## config.mk

```make
export PLATFORM = sky130hd
export DESIGN_NAME = div_16x8_seq_flat
export DESIGN_NICKNAME = d
export VERILOG_FILES = /design/src/rtl/div_pkg.sv /design/src/rtl/div_16x8_seq_if.sv /design/src/rtl/div_step.sv /design/src/rtl/div_16x8_seq.sv /design/src/flat_wrapper.sv
export SDC_FILE = /design/constraint.sdc
export NUM_CORES = 1
export LEC_CHECK = 0
export CAP_MARGIN = 20
export CORE_MARGIN = 2
export CORE_UTILIZATION = 35
export CTS_BUF_LIST = sky130_fd_sc_hd__clkbuf_2
export CTS_CLUSTER_DIAMETER = 150
export DETAILED_ROUTE_END_ITERATION = 16
export SYNTH_ARGS = -nofsm -noshare
export SYNTH_HDL_FRONTEND = slang
export SYNTH_SLANG_ARGS = --single-unit
```

## constraint.sdc

```tcl
create_clock -name clk -period 2.55 [get_ports clk]
set_input_delay 0.51 -clock clk [delete_from_list [all_inputs] [get_ports clk]]
set_output_delay 0.51 -clock clk [all_outputs]
set_load 0.03 [all_outputs]
```

## src/rtl/div_pkg.sv

```systemverilog
// rtl/div_pkg.sv - shared widths, state encoding and saturation value for the 16/8 divider
package div_pkg;

  localparam int NW    = 16;
  localparam int DW    = 8;
  localparam int CNT_W = $clog2(DW);

  localparam logic [DW-1:0] Q_SAT = '1;

  typedef enum logic [1:0] {
    IDLE = 2'd0,
    CALC = 2'd1,
    DONE = 2'd2
  } state_t;

endpackage

```

## src/rtl/div_16x8_seq_if.sv

```systemverilog
// rtl/div_16x8_seq_if.sv - operand/result handshake bundle for the 16/8 divider
interface div_16x8_seq_if;
  import div_pkg::*;

  logic          in_valid;
  logic          in_ready;
  logic [NW-1:0] R;
  logic [DW-1:0] B;
  logic          out_valid;
  logic          out_ready;
  logic [DW-1:0] quot;
  logic [DW-1:0] rem;
  logic          dz;
  logic          ovf;

  modport master (
    output in_valid, R, B, out_ready,
    input  in_ready, out_valid, quot, rem, dz, ovf
  );

  modport slave (
    input  in_valid, R, B, out_ready,
    output in_ready, out_valid, quot, rem, dz, ovf
  );

endinterface

```

## src/rtl/div_step.sv

```systemverilog
// rtl/div_step.sv - one combinational restoring-division iteration
module div_step
  import div_pkg::*;
(
  input  logic [DW-1:0] r,
  input  logic          bit_in,
  input  logic [DW-1:0] B,
  output logic [DW-1:0] r_next,
  output logic          q_bit
);

  logic [DW:0] w_t;

  assign w_t   = {r, bit_in};
  assign q_bit = (w_t >= {1'b0, B});
  // r < B on entry, so the true difference always fits in DW bits
  assign r_next = q_bit ? (w_t[DW-1:0] - B) : w_t[DW-1:0];

endmodule

```

## src/rtl/div_16x8_seq.sv

```systemverilog
// rtl/div_16x8_seq.sv - iterative radix-2 restoring divider, one quotient bit per clock
module div_16x8_seq
  import div_pkg::*;
(
  input  logic            clk,
  input  logic            rst_n,
  div_16x8_seq_if.slave   bus
);

  state_t            r_state;
  state_t            w_state_nxt;
  logic [CNT_W-1:0]  r_cnt;
  logic [DW-1:0]     r_acc;
  logic [DW-1:0]     r_div;
  logic [DW-1:0]     r_shift;
  logic [DW-1:0]     r_quot;
  logic [DW-1:0]     r_rem;
  logic              r_dz;
  logic              r_ovf;

  logic              w_accept;
  logic              w_dz;
  logic              w_ovf;
  logic              w_last;
  logic              w_q_bit;
  logic [DW-1:0]     w_acc_nxt;

  assign w_accept = bus.in_valid && (r_state == IDLE);
  assign w_dz     = (bus.B == '0);
  assign w_ovf    = !w_dz && (bus.R[NW-1:DW] >= bus.B);
  assign w_last   = (r_cnt == CNT_W'(DW-1));

  div_step u_step (
    .r      (r_acc),
    .bit_in (r_shift[DW-1]),
    .B      (r_div),
    .r_next (w_acc_nxt),
    .q_bit  (w_q_bit)
  );

  always_comb begin
    w_state_nxt = r_state;
    case (r_state)
      IDLE:    if (w_accept) w_state_nxt = (w_dz || w_ovf) ? DONE : CALC;
      CALC:    if (w_last) w_state_nxt = DONE;
      DONE:    if (bus.out_ready) w_state_nxt = IDLE;
      default: w_state_nxt = IDLE;
    endcase
  end

  always_ff @(posedge clk or negedge rst_n) begin
    if (!rst_n) r_state <= IDLE;
    else        r_state <= w_state_nxt;
  end

  // Quotient bits enter the shift register from the bottom as dividend bits leave the top
  always_ff @(posedge clk or negedge rst_n) begin
    if (!rst_n) begin
      r_cnt   <= '0;
      r_acc   <= '0;
      r_div   <= '0;
      r_shift <= '0;
      r_quot  <= '0;
      r_rem   <= '0;
      r_dz    <= 1'b0;
      r_ovf   <= 1'b0;
    end else begin
      case (r_state)
        IDLE: begin
          if (w_accept) begin
            r_div   <= bus.B;
            r_shift <= bus.R[DW-1:0];
            r_acc   <= bus.R[NW-1:DW];
            r_cnt   <= '0;
            r_dz    <= w_dz;
            r_ovf   <= w_ovf;
            if (w_dz || w_ovf) begin
              r_quot <= Q_SAT;
              r_rem  <= '0;
            end
          end
        end
        CALC: begin
          r_acc   <= w_acc_nxt;
          r_shift <= {r_shift[DW-2:0], w_q_bit};
          r_cnt   <= r_cnt + CNT_W'(1);
          if (w_last) begin
            r_quot <= {r_shift[DW-2:0], w_q_bit};
            r_rem  <= w_acc_nxt;
          end
        end
        default: ;
      endcase
    end
  end

  assign bus.in_ready  = (r_state == IDLE);
  assign bus.out_valid = (r_state == DONE);
  assign bus.quot      = r_quot;
  assign bus.rem       = r_rem;
  assign bus.dz        = r_dz;
  assign bus.ovf       = r_ovf;

endmodule
```

## src/flat_wrapper.sv

```systemverilog
// flat-port wrapper written by rule: the top's interface ports become plain ports
module div_16x8_seq_flat import div_pkg::*;
  (clk, rst_n, bus_in_valid, bus_R, bus_B, bus_out_ready, bus_in_ready, bus_out_valid, bus_quot, bus_rem, bus_dz, bus_ovf);
  div_16x8_seq_if bus_i ();
  input  logic clk;
  input  logic rst_n;
  input wire logic [$bits(bus_i.in_valid)-1:0] bus_in_valid;
  input wire logic [$bits(bus_i.R)-1:0] bus_R;
  input wire logic [$bits(bus_i.B)-1:0] bus_B;
  input wire logic [$bits(bus_i.out_ready)-1:0] bus_out_ready;
  output wire logic [$bits(bus_i.in_ready)-1:0] bus_in_ready;
  output wire logic [$bits(bus_i.out_valid)-1:0] bus_out_valid;
  output wire logic [$bits(bus_i.quot)-1:0] bus_quot;
  output wire logic [$bits(bus_i.rem)-1:0] bus_rem;
  output wire logic [$bits(bus_i.dz)-1:0] bus_dz;
  output wire logic [$bits(bus_i.ovf)-1:0] bus_ovf;
  assign bus_i.in_valid = bus_in_valid;
  assign bus_i.R = bus_R;
  assign bus_i.B = bus_B;
  assign bus_i.out_ready = bus_out_ready;
  assign bus_in_ready = bus_i.in_ready;
  assign bus_out_valid = bus_i.out_valid;
  assign bus_quot = bus_i.quot;
  assign bus_rem = bus_i.rem;
  assign bus_dz = bus_i.dz;
  assign bus_ovf = bus_i.ovf;
  div_16x8_seq u_core (.clk(clk), .rst_n(rst_n), .bus(bus_i));
endmodule
```

Yosys cells after proc, flatten, opt, wreduce, memory -nomap -nowiden. Index checks and enable logic that the tools add are counted.

Bits in registers: 47. Input bits: 28. Output and inout port bits: 20. Word-level logic and storage cells: 51.

$add $sub $neg: 2. Order comparisons: 2. Equal/unequal tests: 7. Multiplexer cells: 20. Reductions and logical operators: 11.

Operator list (number): $mux W8 (9); $pmux W8 S2 (4); $ge A9 B8 Y1 (1); $ge A8 B8 Y1 (1); $logic_not A8 Y1 (1); $mux W2 (4); $sub A8 B8 Y8 (1); $ne A2 B1 Y1 const B (3); $pmux W2 S3 (1); $pmux W3 S2 (1); $reduce_and A2 Y1 (2); $reduce_and A4 Y1 (1); $add A3 B1 Y3 const B (1); $eq A3 B3 Y1 const B (1); $mux W3 (1); $reduce_and A3 Y1 (1); $eq A2 B1 Y1 const B (1); $eq A2 B2 Y1 const B (1); $logic_and A1 B1 Y1 (2); $logic_not A2 Y1 (1); $ne A2 B2 Y1 const B (1); $reduce_bool A2 Y1 (1); $logic_not A1 Y1 (1); $logic_or A1 B1 Y1 (1).

Logic depth before layout (Yosys ltp).
Depth after elaboration: 7. Gate-level depth with buffers: 10. Mapped depth without buffers: 10.

Modules after synthesis. From an unflattened synthesis, not the netlist that was laid out.

Cell total of the unflattened synthesis: 275. Area, all modules: 2756.4 µm².

Modules (own cells, without submodules): div_16x8_seq (instances 1, cells an instance 206, area an instance 2235.9 µm², seq. area each 1176.1 µm²); div_step (instances 1, cells an instance 69, area an instance 520.5 µm², seq. area each 0.0 µm²).

Worst setup path before layout. No wires, ideal clock.

Path kind: input port to flip-flop. Start point: input port bus_R[8]. End point: register u_core.r_quot[1] (netlist: u_core.bus.quot[1]). Setup time: 122 ps. Arrival: 1854 ps. Data required time: 2428 ps. Path slack: 575 ps. Stages on the path: 9. Buffers on the path: 1. Cells stage by stage: inv_1 -> ha_1 -> nand2b_1 -> a2111oi_2 -> or3_4 -> a21oi_4 -> buf_6 -> nor2_1 -> a21oi_2.

Word-level cells in the longest chain between the ends: 5.

Ends and longest elaborated chain: start, declared (RTL line flat_wrapper.sv:8) `input wire logic [$bits(bus_i.R)-1:0] bus_R;`; $ge A8 B8 Y1 (RTL line div_16x8_seq.sv:30) `assign w_ovf = !w_dz && (bus.R[NW-1:DW] >= bus.B);`; $logic_and A1 B1 Y1 (RTL line div_16x8_seq.sv:30); $logic_or A1 B1 Y1 (RTL line div_16x8_seq.sv:77) `if (w_dz || w_ovf) begin`; $ne A2 B1 Y1 (no source line); $reduce_and A4 Y1 (no source line); end signal, assigned (RTL line div_16x8_seq.sv:88) `r_quot <= {r_shift[DW-2:0], w_q_bit};`; end, declared (RTL line div_16x8_seq.sv:16) `logic [DW-1:0] r_quot;`.

No other way between the ends. A chain may end at the register's enable or synchronous reset.

Worst setup path in the final report.
Start point: register u_core.r_state[1]. End point: output port bus_in_ready.

Word-level cells in the longest chain between the ends: 1.

Ends and longest elaborated chain: start, declared (RTL line div_16x8_seq.sv:10) `state_t r_state;`; start signal, assigned (RTL line div_16x8_seq.sv:53) `else r_state <= w_state_nxt;`; $logic_not A2 Y1 (RTL line div_16x8_seq.sv:97) `assign bus.in_ready = (r_state == IDLE);`; end, declared (RTL line flat_wrapper.sv:11) `output wire logic [$bits(bus_i.in_ready)-1:0] bus_in_ready;`.

No other way between the ends.

==> flow_summary.ini <==
[route]
drc = 0
ant_nets = 0
totalWireLength_um = 6440
drt_iter0_markers = 106
via_count = 2247
vias_per_cell = 4.91
drt_first_pass_iters = 4
wire_per_inst_um = 14.1

[power_and_ir_drop]
power_mw = 4.72
power_density_mw_per_mm2 = 1390
vdd_drop_max_mv = 0.429
cellLeakagePower_nw = 1.55

[cts]
cts_resized = 0
clkSlewWorstSetupHoldPaths_ns = 0.27
post-cts-setup-buffer-count = 0
cts_root_buf = clkbuf_2
numClockSinks = 47
numCtsBuffers = 5
cts_max_path_buffers = 2
hold_buffers = 0
cts_max_level = 2
cts_tree = yes
clock_latency_ns = 0.44

[global_routing]
grt_antenna_before_repair = 0
grt_pass1_wl_um = 11100
grt_max_degree = 28
grt_pass1_vias = 2296
grt_overflow = 0
grt_use_total = 0.166

[layout]
antenna_cells = 0
fin_nets = 405
fillerInstances = 706
syn2layout_area_growth_pct = 26.5
final_core_util = 0.463
design_area_mm2 = 0.00340
layout-drive-gt1-share = 0.103

[synthesis]
ys_types = 45
synth.top_cell.area_share = 0.438
synth_top_flop_cell = dfrtp_1
synth-edff-count = 0
synth_most_common_cell = nand2_1
yosys-top-cells-count = 62 x nand2_1, 47 x dfrtp_1, 23 x nor2_1
synth_compound_area_frac = 0.163
synth_nets = 349
avgSynthCellArea_um2 = 8.90
synth_area_leaders = dfrtp_1 44%, nand2_1 8.7%, ha_1 8.4%
ys_seq_area_frac = 0.438
synthSimpleGateAreaFrac = 0.202
yosysTopAreaCell = dfrtp_1
synth_warnings = 0
ys_async_sr_fraction = 1.00
synth_cells = 302
synth_seq_cells = 47
synth.area.mux_share = 0.0279
synth-xor-area-share = 0.0196
synth_adder_area_share = 0.0913
synth_top_family_by_area = simple AND/OR/NAND/NOR gates
syn_area_mm2 = 0.00269

[place]
place.detailed.hpwl_um = 4950
gp_congestion = 0.889
place_area_mm2 = 0.00333
portBuffers = 47

[worst_hold_path]
hold_path_class = primary input to asynchronous set/reset pin

[critical_path]
worstSetupPathType = register to primary output
critical_path.endpoint = bus_in_ready
worst_ep_required_time_ns = 2.04
crit_path_end_kind = primary output
r2r_end = u_core.bus.rem[6]
cp-start-kind = register
r2r-start = u_core.r_shift[7]
path_max_fanout = 5
cp.arrival_ns = 1.87
critPathLaunch = u_core.r_state[1]
reg2reg_slack_ns = 0.24
r2r_cells = 10

[timing]
tightestPinTransition_ns = 0.567
clock_skew_ns = 0.0154
fin_crit_sh = 0.932
finalHoldViolCount = 0
slew_violations = 0
setup_viol = 0
fmax_mhz = 421
rsz0062_at_grt = false
fin_crit_ns = 2.38
relSlewSlack = 0.622

[floorplanning]
dieArea_mm2 = 0.00839
start_util = 0.366
fp-row-count = 31
dieWidth_um = 91.6
die_y_um = 91.6
core_region_area_mm2 = 0.00733
num_io_pins = 48

[job]
maxCapViolations = 0

[run_status]
outcome = complete, no violations
-- layout by cell type, fill, tap and decap left out, drive strengths merged, types with 2 or more instances in the layout --
master | netlist | routed
a21oi | 21 | 21
xor2 | 3 | 3
o21ai | 25 | 25
dfrtp | 47 | 47
inv | 20 | 21
o21a | 2 | 2
nor2b | 2 | 2
nor2 | 23 | 23
a21o | 3 | 3
and2 | 4 | 4
xnor2 | 3 | 3
nand4 | 2 | 2
a211oi | 2 | 2
nand2b | 3 | 3
clkbuf | 7 | 5
a31oi | 7 | 7
or3 | 2 | 2
nor4 | 2 | 2
clkdlybuf4s50 | 0 | 46
and3 | 9 | 9
mux2i | 6 | 6
nand2 | 63 | 63
buf | 7 | 17
nor3 | 4 | 4
nand3 | 6 | 6
ha | 18 | 18
-- flip-flops by register name, indices dropped and copies added (netlist names) --
register         cells
u_core.bus.dz        1
u_core.bus.ovf       1
u_core.bus.quot      8
u_core.bus.rem       8
u_core.r_acc         8
u_core.r_cnt         3
u_core.r_div         8
u_core.r_shift       8
u_core.r_state       2
-- worst min-delay path by stage --
stage / cells after the start / to
4_1_cts: 1 / u_core.r_div[6]
2_1_floorplan: 0 / u_core.bus.dz
6_report: 1 / u_core.r_div[6]
5_1_grt: 1 / u_core.r_div[6]
3_5_place_dp: 2 / u_core.bus.dz
3_3_place_gp: 2 / u_core.bus.rem[5]
-- kinds of logic (layout without fill, tap and decap cells) --
kind of cell / after synthesis / in the layout
simple gates: 121 / 121
buf+inv: 34 / 91
compound gates: 68 / 68
mux: 7 / 7
flops: 47 / 47
xor+xnor: 6 / 6
fa+ha+maj: 19 / 19
-- per-layer routing --
metal | vias to the layer above | routed length (um) | global-route usage
met5 | - | 0 | 0
li1 | 1139 | - | -
met4 | 0 | 76 | 0.0417
met3 | 7 | 150 | 0.0255
met1 | 1067 | 3370 | 0.238
met2 | 34 | 2840 | 0.262
-- through the flow --
step | TNS, ns | std cells | hold WS [ns] | setup slack, ns
detailed placement | -1.64 | 450 | 0.481 | -0.136
CTS | 0 | 458 | 0.00381 | 0.165
floorplan | 0 | 302 | 0.214 | 0.575
global route | 0 | 458 | 0.0182 | 0.0171
finish | 0 | 458 | 0.00323 | 0.172
global placement | -1.33 | 450 | 0.475 | -0.112
-- where the power goes --
| group | switching, mW | total [mW] | internal [mW] |
|---|---|---|---|
| Combinational | 1.70 | 2.96 | 1.25 |
| Sequential | 0.219 | 1.32 | 1.10 |
| Clock | 0.267 | 0.436 | 0.169 |
-- worst max-delay path: stages (launching register included) --
cell	delay [ns]
dfrtp_1	0.48
nor2_1	0.24
clkdlybuf4s50_1	0.72
-- final cells by class --
cell class	count	area (um2)	area share
inverters	20	75.1	0.0221
clock inverters	3	46.3	0.0136
repair buffers	63	598	0.176
clock buffers	5	25.0	0.00737
multi-input cells	221	1350	0.398
flip-flops and latches	47	1180	0.346
well taps	99	124	0.0365
No activity file was read; power rests on OpenSTA's default activity.
